## src/rtl/i2c_pkg.sv

```systemverilog
// Shared types and constants for the i2c register-access sequencer.
package i2c_pkg;

    typedef enum logic [1:0] {
        OK        = 2'd0,
        NACK_ADDR = 2'd1,
        NACK_DATA = 2'd2,
        BUS_ERR   = 2'd3
    } rsp_status_t;

    typedef enum logic [2:0] {
        IDLE   = 3'd0,
        START  = 3'd1,
        ADDR_W = 3'd2,
        REG    = 3'd3,
        WDATA  = 3'd4,
        ADDR_R = 3'd5,
        RDATA  = 3'd6,
        DRAIN  = 3'd7
    } state_t;

    localparam logic RW_WRITE = 1'b0;
    localparam logic RW_READ  = 1'b1;

    // Next-byte descriptor presented to the i2c core.
    typedef struct packed {
        logic       start;
        logic       cont;
        logic       mode;
        logic [7:0] data;
    } desc_t;

    function automatic desc_t mk_desc(input logic start, input logic cont,
                                      input logic mode, input logic [7:0] data);
        desc_t d;
        d.start = start;
        d.cont  = cont;
        d.mode  = mode;
        d.data  = data;
        return d;
    endfunction

endpackage

```

## src/rtl/i2c_watchdog.sv

```systemverilog
// Saturating cycle counter that flags a stalled transfer.
module i2c_watchdog #(
    parameter int TIMEOUT_CYCLES = 1000000
) (
    input  logic clk_in,
    input  logic rst_n,
    input  logic clear_i,
    input  logic enable_i,
    output logic expired_o
);
    localparam int TW = $clog2(TIMEOUT_CYCLES + 1);
    localparam logic [TW-1:0] LIMIT = TW'(TIMEOUT_CYCLES);
    localparam logic [TW-1:0] ONE   = {{(TW-1){1'b0}}, 1'b1};

    logic [TW-1:0] count_q;

    // Count while enabled, hold at the limit, restart on clear.
    always_ff @(posedge clk_in or negedge rst_n) begin
        if (!rst_n) begin
            count_q <= '0;
        end else if (clear_i) begin
            count_q <= '0;
        end else if (enable_i && (count_q != LIMIT)) begin
            count_q <= count_q + ONE;
        end
    end

    assign expired_o = (count_q == LIMIT);

endmodule

```

## src/rtl/i2c_reg_master.sv

```systemverilog
// Breaks one register read/write request into i2c core byte descriptors
// and returns a single status/data response per request.
module i2c_reg_master
    import i2c_pkg::*;
#(
    parameter int TIMEOUT_CYCLES = 1000000
) (
    input  logic       clk_in,
    input  logic       rst_n,
    input  logic       req_valid,
    output logic       req_ready,
    input  logic       req_rw,
    input  logic [6:0] req_dev_addr,
    input  logic [7:0] req_reg_addr,
    input  logic [7:0] req_wdata,
    output logic       rsp_valid,
    output logic [1:0] rsp_status,
    output logic [7:0] rsp_rdata,
    output logic       transfer_start,
    output logic       transfer_continues,
    output logic       mode,
    output logic [7:0] data_tx,
    input  logic       transfer_ready,
    input  logic       transaction_complete,
    input  logic       nack,
    input  logic       start_err,
    input  logic       arbitration_err,
    input  logic [7:0] data_rx
);
    state_t      state_q;
    logic        rw_q;
    logic [6:0]  dev_q;
    logic [7:0]  reg_q;
    logic [7:0]  wdata_q;
    desc_t       desc_q;
    logic        req_ready_q;
    logic        rsp_valid_q;
    rsp_status_t rsp_status_q;
    logic [7:0]  rsp_rdata_q;

    logic accept_s;
    logic wd_clear_s;
    logic wd_en_s;
    logic wd_expired_s;
    logic bus_err_s;

    assign accept_s   = req_valid && req_ready_q && (state_q == IDLE);
    assign wd_clear_s = accept_s || transaction_complete;
    assign wd_en_s    = (state_q != IDLE);
    assign bus_err_s  = start_err || arbitration_err;

    i2c_watchdog #(
        .TIMEOUT_CYCLES(TIMEOUT_CYCLES)
    ) u_watchdog (
        .clk_in   (clk_in),
        .rst_n    (rst_n),
        .clear_i  (wd_clear_s),
        .enable_i (wd_en_s),
        .expired_o(wd_expired_s)
    );

    // Sequencer: descriptor only changes on accept, completion or error; responses pulse once.
    always_ff @(posedge clk_in or negedge rst_n) begin
        if (!rst_n) begin
            state_q      <= IDLE;
            rw_q         <= RW_WRITE;
            dev_q        <= 7'd0;
            reg_q        <= 8'd0;
            wdata_q      <= 8'd0;
            desc_q       <= '0;
            req_ready_q  <= 1'b1;
            rsp_valid_q  <= 1'b0;
            rsp_status_q <= OK;
            rsp_rdata_q  <= 8'd0;
        end else begin
            rsp_valid_q <= 1'b0;
            if (state_q == IDLE) begin
                req_ready_q <= 1'b1;
                if (accept_s) begin
                    rw_q        <= req_rw;
                    dev_q       <= req_dev_addr;
                    reg_q       <= req_reg_addr;
                    wdata_q     <= req_wdata;
                    desc_q      <= mk_desc(1'b1, 1'b1, 1'b0, {req_dev_addr, RW_WRITE});
                    req_ready_q <= 1'b0;
                    state_q     <= START;
                end
            end else if (wd_expired_s) begin
                // DRAIN already responded; otherwise report the stall.
                if (state_q != DRAIN) begin
                    rsp_valid_q  <= 1'b1;
                    rsp_status_q <= BUS_ERR;
                end
                desc_q      <= '0;
                req_ready_q <= 1'b1;
                state_q     <= IDLE;
            end else if (bus_err_s) begin
                if (state_q != DRAIN) begin
                    rsp_valid_q  <= 1'b1;
                    rsp_status_q <= BUS_ERR;
                end
                desc_q  <= '0;
                state_q <= DRAIN;
            end else begin
                case (state_q)
                    START: begin
                        if (transfer_ready && desc_q.start) begin
                            state_q <= ADDR_W;
                        end
                    end
                    ADDR_W: begin
                        if (transaction_complete) begin
                            if (nack) begin
                                desc_q.start <= 1'b0;
                                rsp_valid_q  <= 1'b1;
                                rsp_status_q <= NACK_ADDR;
                                state_q      <= DRAIN;
                            end else begin
                                // A read must end the register byte with cont=0 to get a repeated START.
                                desc_q  <= mk_desc(1'b1, (rw_q == RW_WRITE), 1'b0, reg_q);
                                state_q <= REG;
                            end
                        end
                    end
                    REG: begin
                        if (transaction_complete) begin
                            if (nack) begin
                                desc_q.start <= 1'b0;
                                rsp_valid_q  <= 1'b1;
                                rsp_status_q <= NACK_DATA;
                                state_q      <= DRAIN;
                            end else if (rw_q == RW_READ) begin
                                desc_q  <= mk_desc(1'b1, 1'b1, 1'b0, {dev_q, RW_READ});
                                state_q <= ADDR_R;
                            end else begin
                                desc_q  <= mk_desc(1'b0, 1'b1, 1'b0, wdata_q);
                                state_q <= WDATA;
                            end
                        end
                    end
                    WDATA: begin
                        if (transaction_complete) begin
                            desc_q.start <= 1'b0;
                            rsp_valid_q  <= 1'b1;
                            rsp_status_q <= nack ? NACK_DATA : OK;
                            state_q      <= DRAIN;
                        end
                    end
                    ADDR_R: begin
                        if (transaction_complete) begin
                            if (nack) begin
                                desc_q.start <= 1'b0;
                                rsp_valid_q  <= 1'b1;
                                rsp_status_q <= NACK_ADDR;
                                state_q      <= DRAIN;
                            end else begin
                                // Single read byte: core NACKs it and issues STOP.
                                desc_q  <= mk_desc(1'b0, 1'b0, 1'b1, desc_q.data);
                                state_q <= RDATA;
                            end
                        end
                    end
                    RDATA: begin
                        if (transaction_complete) begin
                            rsp_rdata_q  <= data_rx;
                            rsp_valid_q  <= 1'b1;
                            rsp_status_q <= OK;
                            state_q      <= DRAIN;
                        end
                    end
                    DRAIN: begin
                        if (transfer_ready) begin
                            req_ready_q <= 1'b1;
                            state_q     <= IDLE;
                        end
                    end
                    default: begin
                        desc_q      <= '0;
                        req_ready_q <= 1'b1;
                        state_q     <= IDLE;
                    end
                endcase
            end
        end
    end

    assign req_ready          = req_ready_q;
    assign rsp_valid          = rsp_valid_q;
    assign rsp_status         = rsp_status_q;
    assign rsp_rdata          = rsp_rdata_q;
    assign transfer_start     = desc_q.start;
    assign transfer_continues = desc_q.cont;
    assign mode               = desc_q.mode;
    assign data_tx            = desc_q.data;

endmodule
```

## config.mk

```make
export PLATFORM = sky130hd
export DESIGN_NAME = i2c_reg_master
export DESIGN_NICKNAME = d
export VERILOG_FILES = /design/src/rtl/i2c_pkg.sv /design/src/rtl/i2c_watchdog.sv /design/src/rtl/i2c_reg_master.sv
export SDC_FILE = /design/constraint.sdc
export NUM_CORES = 1
export LEC_CHECK = 0
export ABC_AREA = 1
export BUFFER_PORTS_ARGS = -buffer_cell sky130_fd_sc_hd__buf_2
export CORE_ASPECT_RATIO = 1.5
export CORE_MARGIN = 3
export CORE_UTILIZATION = 45
export CTS_CLUSTER_SIZE = 20
export DETAILED_ROUTE_END_ITERATION = 6
export GPL_ROUTABILITY_DRIVEN = 0
export PLACE_DENSITY = 0.73
export SLEW_MARGIN = 20
export SYNTH_ARGS = -nofsm -noshare
export SYNTH_HDL_FRONTEND = slang
export SYNTH_SLANG_ARGS = --single-unit
```

## constraint.sdc

```tcl
create_clock -name clk_in -period 1.8 [get_ports clk_in]
set_input_delay 0 -clock clk_in [delete_from_list [all_inputs] [get_ports clk_in]]
set_output_delay 0 -clock clk_in [all_outputs]
set_load 0.01 [all_outputs]
```

* Word-level counts from Yosys, hierarchy flattened
Index checks and enable logic that the tools add are counted.
W data, S select, Z words.
** Word-level totals
- Flip-flop bits (word level) :: 70
- Output and inout port bits :: 23
- Input bits :: 40
** Operators by class
- Add/sub/neg operators :: 1
- Mux-type cells :: 58
- Equality and inequality tests :: 33
- Bitwise logic cells :: 4
- Reductions and logical operators :: 24
** Operator list (count)
- $mux W11 :: 8
- $ne A5 B4 Y1 const B :: 9
- $mux W20 :: 2
- $pmux W10 S4 :: 1
- $mux W3 :: 11
- $mux W10 :: 3
- $ne A4 B3 Y1 const B :: 6
- $mux W2 :: 11
- $add A20 B1 Y20 const B :: 1
- $eq A20 B20 Y1 const B :: 1
- $ne A20 B20 Y1 const B :: 1
- $pmux W3 S6 :: 1
- $mux W1 :: 17
- $ne A4 B1 Y1 const B :: 4
- $reduce_and A8 Y1 :: 2
- $reduce_and A7 Y1 :: 2
- $eq A3 B3 Y1 const B :: 4
- $pmux W2 S4 :: 1
- $eq A3 B2 Y1 const B :: 2
- $ne A3 B1 Y1 const B :: 2
- $reduce_and A6 Y1 :: 1
- $reduce_bool A6 Y1 :: 1
- $reduce_or A3 Y1 :: 2
- $reduce_or A6 Y1 :: 1
- 17 further kinds :: 26

* Longest topological paths before layout
Gate-level depths: netlist (run 1).
- Depth in word-level cells :: 7
- Depth in mapped cells :: 13

* Cells and area by module
From an unflattened synthesis (run 1), not the netlist that was laid out.
** Second synthesis, totals
- Cells, all modules :: 595
- Area, all modules :: 4145.2 um^2
** By module, submodules not included
- i2c_reg_master :: cells an instance 379, area an instance 2683.8 um^2, instances 1
- i2c_watchdog :: cells an instance 216, area an instance 1461.4 um^2, instances 1

* Least setup slack after synthesis (run 1)
Ideal clock, no wire load.
- Kind :: register -> register
- Start point :: register u_watchdog.count_q[0]
- End point :: register desc_q (netlist bit data_tx[0])
- Path buffers :: 1
- Data required time :: 1683 ps
- Stages on the path, launching flop included :: 13
- Clock period less this slack :: 1631 ps
- Slack :: 169 ps
- Arrival time :: 1514 ps
- Cell sequence :: dfrtp_1 > inv_1 > ha_1 > nand2_1 > nor2_2 > nand3_1 > buf_6 > nand2_4 > inv_4 > nor2_8 > nand2_8 > nand2_1 > nand2_1
** On the way
- Longest elaborated chain between the ends :: 3
- Elaborated cells between the ends (all ways) :: 10
- Classes of those cells :: 7 x eq/ne; 2 x mux; 1 x reduce/logical
** RTL lines
- from (decl) :: RTL line i2c_watchdog.sv:15 : logic [TW-1:0] count_q;
- from (signal assigned) :: RTL line i2c_watchdog.sv:24 : count_q <= count_q + ONE;
- $eq A20 B20 Y1 (*) :: RTL line i2c_watchdog.sv:28 : assign expired_o = (count_q == LIMIT);
- $ne A5 B4 Y1 (no line) (tied with other cells)
- $reduce_and A7 Y1 (no line) / $mux W11 (equally long branches)
- to (signal assigned) :: RTL line i2c_reg_master.sv:84 : desc_q <= mk_desc(1'b1, 1'b1, 1'b0, {req_dev_addr, RW_WRITE});
- to (signal assigned) :: RTL line i2c_reg_master.sv:120 : desc_q <= mk_desc(1'b1, (rw_q == RW_WRITE), 1'b0, reg_q);
- to (signal assigned) :: RTL line i2c_reg_master.sv:133 : desc_q <= mk_desc(1'b1, 1'b1, 1'b0, {dev_q, RW_READ});
- to (decl) :: RTL line i2c_reg_master.sv:35 : desc_t desc_q;
Every way passes the cells marked *; elsewhere a longest branch is shown, timed or not.
A chain may end at the register's enable or synchronous reset.

* Final worst setup path (run 1)
- Start point :: register u_watchdog.count_q[1]
- End point :: register desc_q (netlist bit data_tx[3])
Same word-level chain as after synthesis.

==> results.md, run 1 <==
* Most frequent cells in the layout: nand2_1 (151), dfrtp_1 (66), buf_2 (62), inv_1 (60), nand3_1 (57)
* Skew final at roughly 7.6 ps
* R2R depth at 12
* Fillers at between 700 and 800
* Slew Viols, Final at 0
* Top-area cell type share of the netlist area at 0.421
* Setup TNS at 0 ps
* Critical setup path kind: register to register
* Cell Area, Synth at 4100 µm²
* HP Class: input port to register
* Total grt overflow at 0
* Syn. warnings at 0
* Vias in the first global route at about 4,000
* Root Buffer: clkbuf_16
* Fraction of layout cells with a size suffix above 1 at 0.249
* CTS tree: yes
* Gate count of the mapped netlist at between 500 and 600
* Fin. Hold Viols at 0
* Leak at between 2 and 3 nW
* Clk buf depth at 2
* Num ports at 63
* CORE AREA at 8830 µm²
* Flop and latch count out of synthesis at 70
* Reg power frac at 0.378
* Internal power at just over 4 mW
* Starting Density at 0.465
* Sw frac at 0.336
* Period Utilization, post-route at 0.929
* Vias at approximately 4,300
* Critical Path Start Type: register
* Clk_lat worst skew at approximately 330 ps
* Hold-critical path endpoint: state_q[2]$_DFFE_PN0P_
* TritonRoute pass-1 iters at 5
* Final core occ at 0.634
* Initial DRC count at 431
* PortBufs at 62
* Relative slew margins at 0.697
* DRT Wirelength at roughly 12,000 µm
* CP delay by family, top: simple AND/OR/NAND/NOR gates
* Worst r2r src: u_watchdog.count_q[1]$_DFFE_PN0P_
* Initial antenna violation count at 0
* Leading cell type in the layout, fill and taps excluded: nand2_1
* Largest net degree at the start of global routing at a little over 70
* Status: finished, final reports clean
* Achievable Freq at about 600 MHz
* Pwr Density at ~1100 nW/µm²
* Drt drc at 0
* Comb power frac at 0.302
* Post-route ant nets at 0
* Fin crit period at between 1500 and 2000 ps
* Worst Path Arrival at 1940 ps
* Register area at between 1500 and 2000 µm²
* CP max stage delay at approximately 390 ps
* Unique masters post-synth at 35
* N_diodes at 0
* Clk pwr share at 0.320
* Layout area overhead at 36.4%
* Clock transition at the registers of the reported paths at around 50 ps
* Die footprint at slightly above 10,000 µm²
* WP data required at a little over 2000 ps
* Crit path max fanout at 6
* VDD IR max at 0.000648 V
* Clock net sink count at 70
* Startpoint of the worst hold path: transfer_ready
* Worst setup EP type: register
* Max-Cap Viols at 0
* Worst path bufs/invs at 4
* Psw at approximately 2.1 mW
* Syn avg cell area at 7.26 µm²
* Die width at ~84 µm
* Area of the multi-input gates at a little over 2000 µm²
* Vias per cell at 5.32
* Placement row count at 42
* Sequential share of the synthesized area at 0.427
* Crit-path slowest cell: dfrtp_1
* R2r endpoint: data_tx[3]$_DFFE_PN0P_
* R2R Setup Slk at around 130 ps
* CTS buffer count at 9
* Nets@finish at between 700 and 800
* Actual slew at the worst max-slew pin at between 400 and 500 ps
* Fin worst setup slack at 128 ps
* Crit-path cells: inv_2 -> ha_4 -> nand2_2 -> nor2_4 -> nand3_2 -> buf_6 -> nand2_4 -> inv_4 -> nor2_8 -> buf_12 -> nand3_1 -> nand2_1
* Global-route wire length before repair at approximately 18,000 µm
* Total GRT Usage at 0.224
* # H-tree levels at 3
* Syn nets at 607
* Cell taking the most area after synthesis: dfrtp_1
* DP HPWL at between 8000 and 9000 µm
* Final hold slack at between 100 and 150 ps
* Final setup fails at 0
* Power, Total at about 6.3 mW
* Pre-CTS WS at -19.3 ps
* WL per Instance at approximately 14 µm
* Die Span Y at around 120 µm
* Cell count of the worst hold path at 6
* Synth top area cells: dfrtp_1 (42%), nand2_1 (14%), nand3_1 (7.3%)
==> timing repair <==
action                     CTS  global route
hold endpoints to repair   102             0
setup endpoints to repair   21            42
hold buffers                33             0
buffers inserted             1             0
resized for setup            1            30
cloned                       0             2
pin swaps                    2             5
==> logic make-up after synthesis <==
| logic type | share of synthesized area |
|---|---|
| XOR/XNOR | 0.0171 |
| flip-flops | 0.427 |
| multiplexers | 0.0110 |
| AO/OA/AOI/OAI | 0.104 |
| AND/OR/NAND/NOR | 0.345 |
| adder cells (fa/ha/maj) | 0.00610 |
| buffers and inverters | 0.0888 |
==> Yosys cell counts <==
cell / instances
buf_1: 2
nor2_1: 56
nor2_4: 3
inv_1: 63
xnor2_1: 1
o311ai_0: 1
a21oi_1: 28
buf_2: 7
clkbuf_1: 3
o21ai_0: 37
o21a_1: 1
o21ai_1: 10
o31ai_1: 2
nor2_8: 1
buf_4: 1
ha_1: 2
mux2_2: 4
inv_2: 7
xor2_1: 7
buf_6: 3
nor2_2: 4
nand3b_1: 1
inv_4: 1
nand2_4: 5
nand3_1: 60
nand2_8: 1
nor3_1: 7
a31oi_1: 1
nand3_2: 2
nand2_1: 155
o211ai_1: 2
nand2_2: 4
dfstp_2: 1
dfrtp_1: 69
nand4_1: 13
==> metrics by stage <==
stage / cells / instance area [µm²]
6_report: 814 / 5600
5_1_grt: 814 / 5600
4_1_cts: 812 / 5490
3_5_place_dp: 762 / 4800
3_3_place_gp: 762 / 4800
2_1_floorplan: 565 / 4100
==> how the worst max path moves through the flow <==
| stage | from | endpoint | slack (ps) | cells after the start |
|---|---|---|---|---|
| global route | u_watchdog.count_q[10]$_DFFE_PN0P_ | transfer_continues$_DFFE_PN0P_ | -2 | 10 |
| global placement | u_watchdog.count_q[0]$_DFFE_PN0P_ | u_watchdog.count_q[14]$_DFFE_PN0P_ | 50 | 10 |
| CTS | u_watchdog.count_q[1]$_DFFE_PN0P_ | rsp_rdata[7]$_DFFE_PN0P_ | 6 | 10 |
| floorplan | u_watchdog.count_q[0]$_DFFE_PN0P_ | data_tx[0]$_DFFE_PN0P_ | 170 | 12 |
| finish | u_watchdog.count_q[1]$_DFFE_PN0P_ | data_tx[3]$_DFFE_PN0P_ | 130 | 12 |
| detailed placement | u_watchdog.count_q[1]$_DFFE_PN0P_ | u_watchdog.count_q[14]$_DFFE_PN0P_ | -20 | 10 |
==> flip-flops by register name (all words and copies together) (netlist names) <==
signal / count
transfer_continues: 1
rsp_status: 2
rsp_valid: 1
wdata_q: 8
mode: 1
req_ready: 1
reg_q: 8
data_tx: 8
u_watchdog.count_q: 20
state_q: 3
transfer_start: 1
dev_q: 7
rsp_rdata: 8
rw_q: 1
==> power groups by stage <==
stage | registers [mW] | logic [mW] | clock network, mW
2_1_floorplan | 2.34 | 1.13 | 0
3_3_place_gp | 2.34 | 1.66 | 0
3_5_place_dp | 2.36 | 1.72 | 0
4_1_cts | 2.34 | 1.83 | 2.04
5_1_grt | 2.42 | 2.11 | 2.11
6_report | 2.37 | 1.89 | 2.01
==> tightest hold or removal path, cell delays in order <==
cell     delay, ps
buf_2           90
inv_1           50
nand4_1        100
a31oi_1         90
inv_1           50
nand2_1         40
==> per-layer routing <==
layer | global-route usage | vias up | share of wire | routed length [µm]
met5 | 0 | - | 0 | 0
met4 | 0.101 | 0 | 0.031 | 369
met1 | 0.255 | 2025 | 0.37 | 4370
met2 | 0.410 | 180 | 0.54 | 6340
li1 | - | 2089 | - | -
met3 | 0.0387 | 38 | 0.054 | 635
==> area by class of cell <==
type | count | share of cell area
multi-input combinational | 409 | 0.370
sequential | 70 | 0.314
timing repair buffer | 137 | 0.180
inverter | 71 | 0.0490
clock buffer | 10 | 0.0409
tap | 110 | 0.0246
clock inverter | 6 | 0.0197
timing repair inverter | 1 | 0.00134
No activity file was read; power rests on OpenSTA's default activity.
==> run 2, diff against run 1 <==
MAX_ROUTING_LAYER = met4   (was unset)
PLACE_DENSITY = 0.75   (was 0.73)
clock period = 1.4 ns   (was 1.8 ns; I/O delays follow)
==> run 2 against run 1 <==
The run now ends with setup timing left. Largest cell class unchanged. Sequential power grew 34%. Critical endpoint is now data_tx[5]$_DFFE_PN0P_. Final cell count grew 10%. Via count grew 27%. Wire length grew 72%. Fmax shrank 8.0%. Clock skew grew 6.9 ps. Non-clock buffer count grew 81.
==> results.md, run 2 (synthesis results as in run 1) <==
* R2R Setup Slk at -420 ps
* Sw frac at 0.391
* Clk pwr share at 0.273
* R2r endpoint: data_tx[5]$_DFFE_PN0P_
* Crit path max fanout at 8
* Critical Path Start Type: register
* Total GRT Usage at 0.359
* Power, Total at 9.84 mW
* Num ports at 63
* Cell count of the worst hold path at 4
* Initial antenna violation count at 1
* Worst r2r src: u_watchdog.count_q[16]$_DFFE_PN0P_
* VDD IR max at ~0.0012 V
* TritonRoute pass-1 iters at 6
* WL per Instance at between 20 and 25 µm
* Fillers at between 400 and 500
* Slew Viols, Final at 0
* Placement row count at 42
* Worst Path Arrival at slightly above 2000 ps
* Starting Density at 0.465
* Largest net degree at the start of global routing at 27
* Startpoint of the worst hold path: transaction_complete
* Relative slew margins at 0.503
* Root Buffer: clkbuf_16
* Leading cell type in the layout, fill and taps excluded: nand2_1
* Die width at 84.0 µm
* # H-tree levels at 3
* Global-route wire length before repair at about 28,000 µm
* Total grt overflow at 0
* Fin. Hold Viols at 0
* Failing checks: setup timing
* Fin worst setup slack at -418 ps
* Max FFs per register at 20
* Layout area overhead at 72.1%
* PortBufs at 62
* Fraction of layout cells with a size suffix above 1 at 0.455
* Internal power at between 5 and 6 mW
* Final Instance Count excl. Fillers at ~900
* CORE AREA at a little under 9000 µm²
* RSZ-0062 raised after global routing: true
* Worst setup EP type: register
* DP HPWL at approximately 8900 µm
* Pwr Density at roughly 1400 nW/µm²
* Nets@finish at ~820
* Hold-critical path endpoint: u_watchdog.count_q[18]$_DFFE_PN0P_
* Top reg by flops: u_watchdog.count_q
* Fin crit period at 1820 ps
* Clk buf depth at 2
* Actual slew at the worst max-slew pin at ~740 ps
* Final setup fails at 70
* Psw at approximately 3.9 mW
* Clock transition at the registers of the reported paths at around 60 ps
* Initial DRC count at 735
* Comb power frac at 0.404
* Period Utilization, post-route at 1.30
* Die footprint at 10,300 µm²
* CTS buffer count at 9
* Clock net sink count at 70
* DRT Wirelength at around 20,000 µm
* DP Cell Count at between 800 and 900
* Status: finished, violations left
* Most frequent cells in the layout: nand2_1 (126), buf_4 (93), dfrtp_1 (65), buf_2 (62), inv_1 (56)
* Die Span Y at 123 µm
* Max-Cap Viols at 0
* HP Class: input port to register
* Vias at ~5,500
* R2R depth at 9
* Critical setup path kind: register to register
* CTS tree: yes
* Vias in the first global route at 5,519
* Vias per cell at approximately 6.2
* Leak at between 3 and 4 nW
* Reg power frac at 0.323
* Drt drc at 0
* Post-route ant nets at 0
* Clk_lat worst skew at roughly 360 ps
* Skew final at ~15 ps
* Achievable Freq at about 550 MHz
* WP data required at around 1600 ps
==> run 2: cell count changes in the layout (fill, tap and decap cells not counted), moves of 8 or more <==
cell / before / now
buf_4: 37 / 93
nor2_1: 51 / 31
nand2_1: 151 / 126
o21ai_2: 0 / 15
o21ai_0: 35 / 24
buf_12: 4 / 12
nand3_2: 4 / 15
nor2_4: 4 / 23
a21oi_1: 28 / 13
nand2_2: 6 / 27
nand3_1: 57 / 43
a21oi_2: 0 / 14
==> run 2: layer usage <==
layer	share of wire	track usage
met5	0	-
met4	0.097	0.251
met3	0.10	0.0933
met2	0.49	0.627
met1	0.31	0.347
==> run 2: worst max-delay path by stage <==
stage | cells after the start | to | startpoint
after floorplan | 11 | data_tx[0]$_DFFE_PN0P_ | u_watchdog.count_q[0]$_DFFE_PN0P_
after global placement | 10 | data_tx[0]$_DFFE_PN0P_ | u_watchdog.count_q[12]$_DFFE_PN0P_
after detailed placement | 10 | data_tx[1]$_DFFE_PN0P_ | u_watchdog.count_q[12]$_DFFE_PN0P_
after CTS | 11 | data_tx[0]$_DFFE_PN0P_ | u_watchdog.count_q[0]$_DFFE_PN0P_
after global routing | 10 | data_tx[5]$_DFFE_PN0P_ | u_watchdog.count_q[13]$_DFFE_PN0P_
final | 9 | data_tx[5]$_DFFE_PN0P_ | u_watchdog.count_q[16]$_DFFE_PN0P_
==> run 2: final cells by class <==
class	instances	area (µm²)	area share
diodes	1	2.50	0.000354
clock buffers	9	225	0.0319
clock inverters	7	113	0.0160
inverters	71	294	0.0417
multi-input cells	410	2600	0.369
flip-flops and latches	70	1760	0.249
well taps	110	138	0.0195
repair buffers	218	1930	0.273
==> run 2: what timing repair did <==
item	in CTS	in global routing
pin swaps	16	14
cloned	10	2
endpoints found under the setup margin	70	70
setup buffers	18	10
gates resized for setup	144	53
hold endpoints to repair	101	0
hold buffers	33	0
==> run 2: through the flow <==
step | worst slack [ps] | util | instance area, µm² | setup TNS, ps | hold slack [ps]
after global placement | -298 | 0.592 | 5230 | -12100 | -74.2
after global routing | -517 | 0.800 | 7060 | -22730 | 84.1
after floorplan | -134 | - | 4130 | -3170 | -296
after detailed placement | -356 | 0.592 | 5230 | -15400 | -73.5
final | -418 | 0.800 | 7060 | -19330 | 66.4
after CTS | -220 | 0.769 | 6790 | -9030 | 41.6
==> run 2: power groups by stage <==
stage          registers, mW  logic (mW)  clock network (mW)
2_1_floorplan           3.01        1.47                   0
3_3_place_gp            3.04        2.57                   0
3_5_place_dp            3.07        2.65                   0
4_1_cts                 3.04        3.22                2.66
5_1_grt                 3.20        4.21                2.78
6_report                3.17        3.98                2.69
==> run 2: critical path: stages, from the launching register on <==
cell and delay, ps:
dfrtp_1 380, nand2_1 110, nor3_2 360, nand3_4 200
nand2_4 130, inv_4 60, nor2_8 170, nand2_8 90
nand2_1 90, nand2_1 90
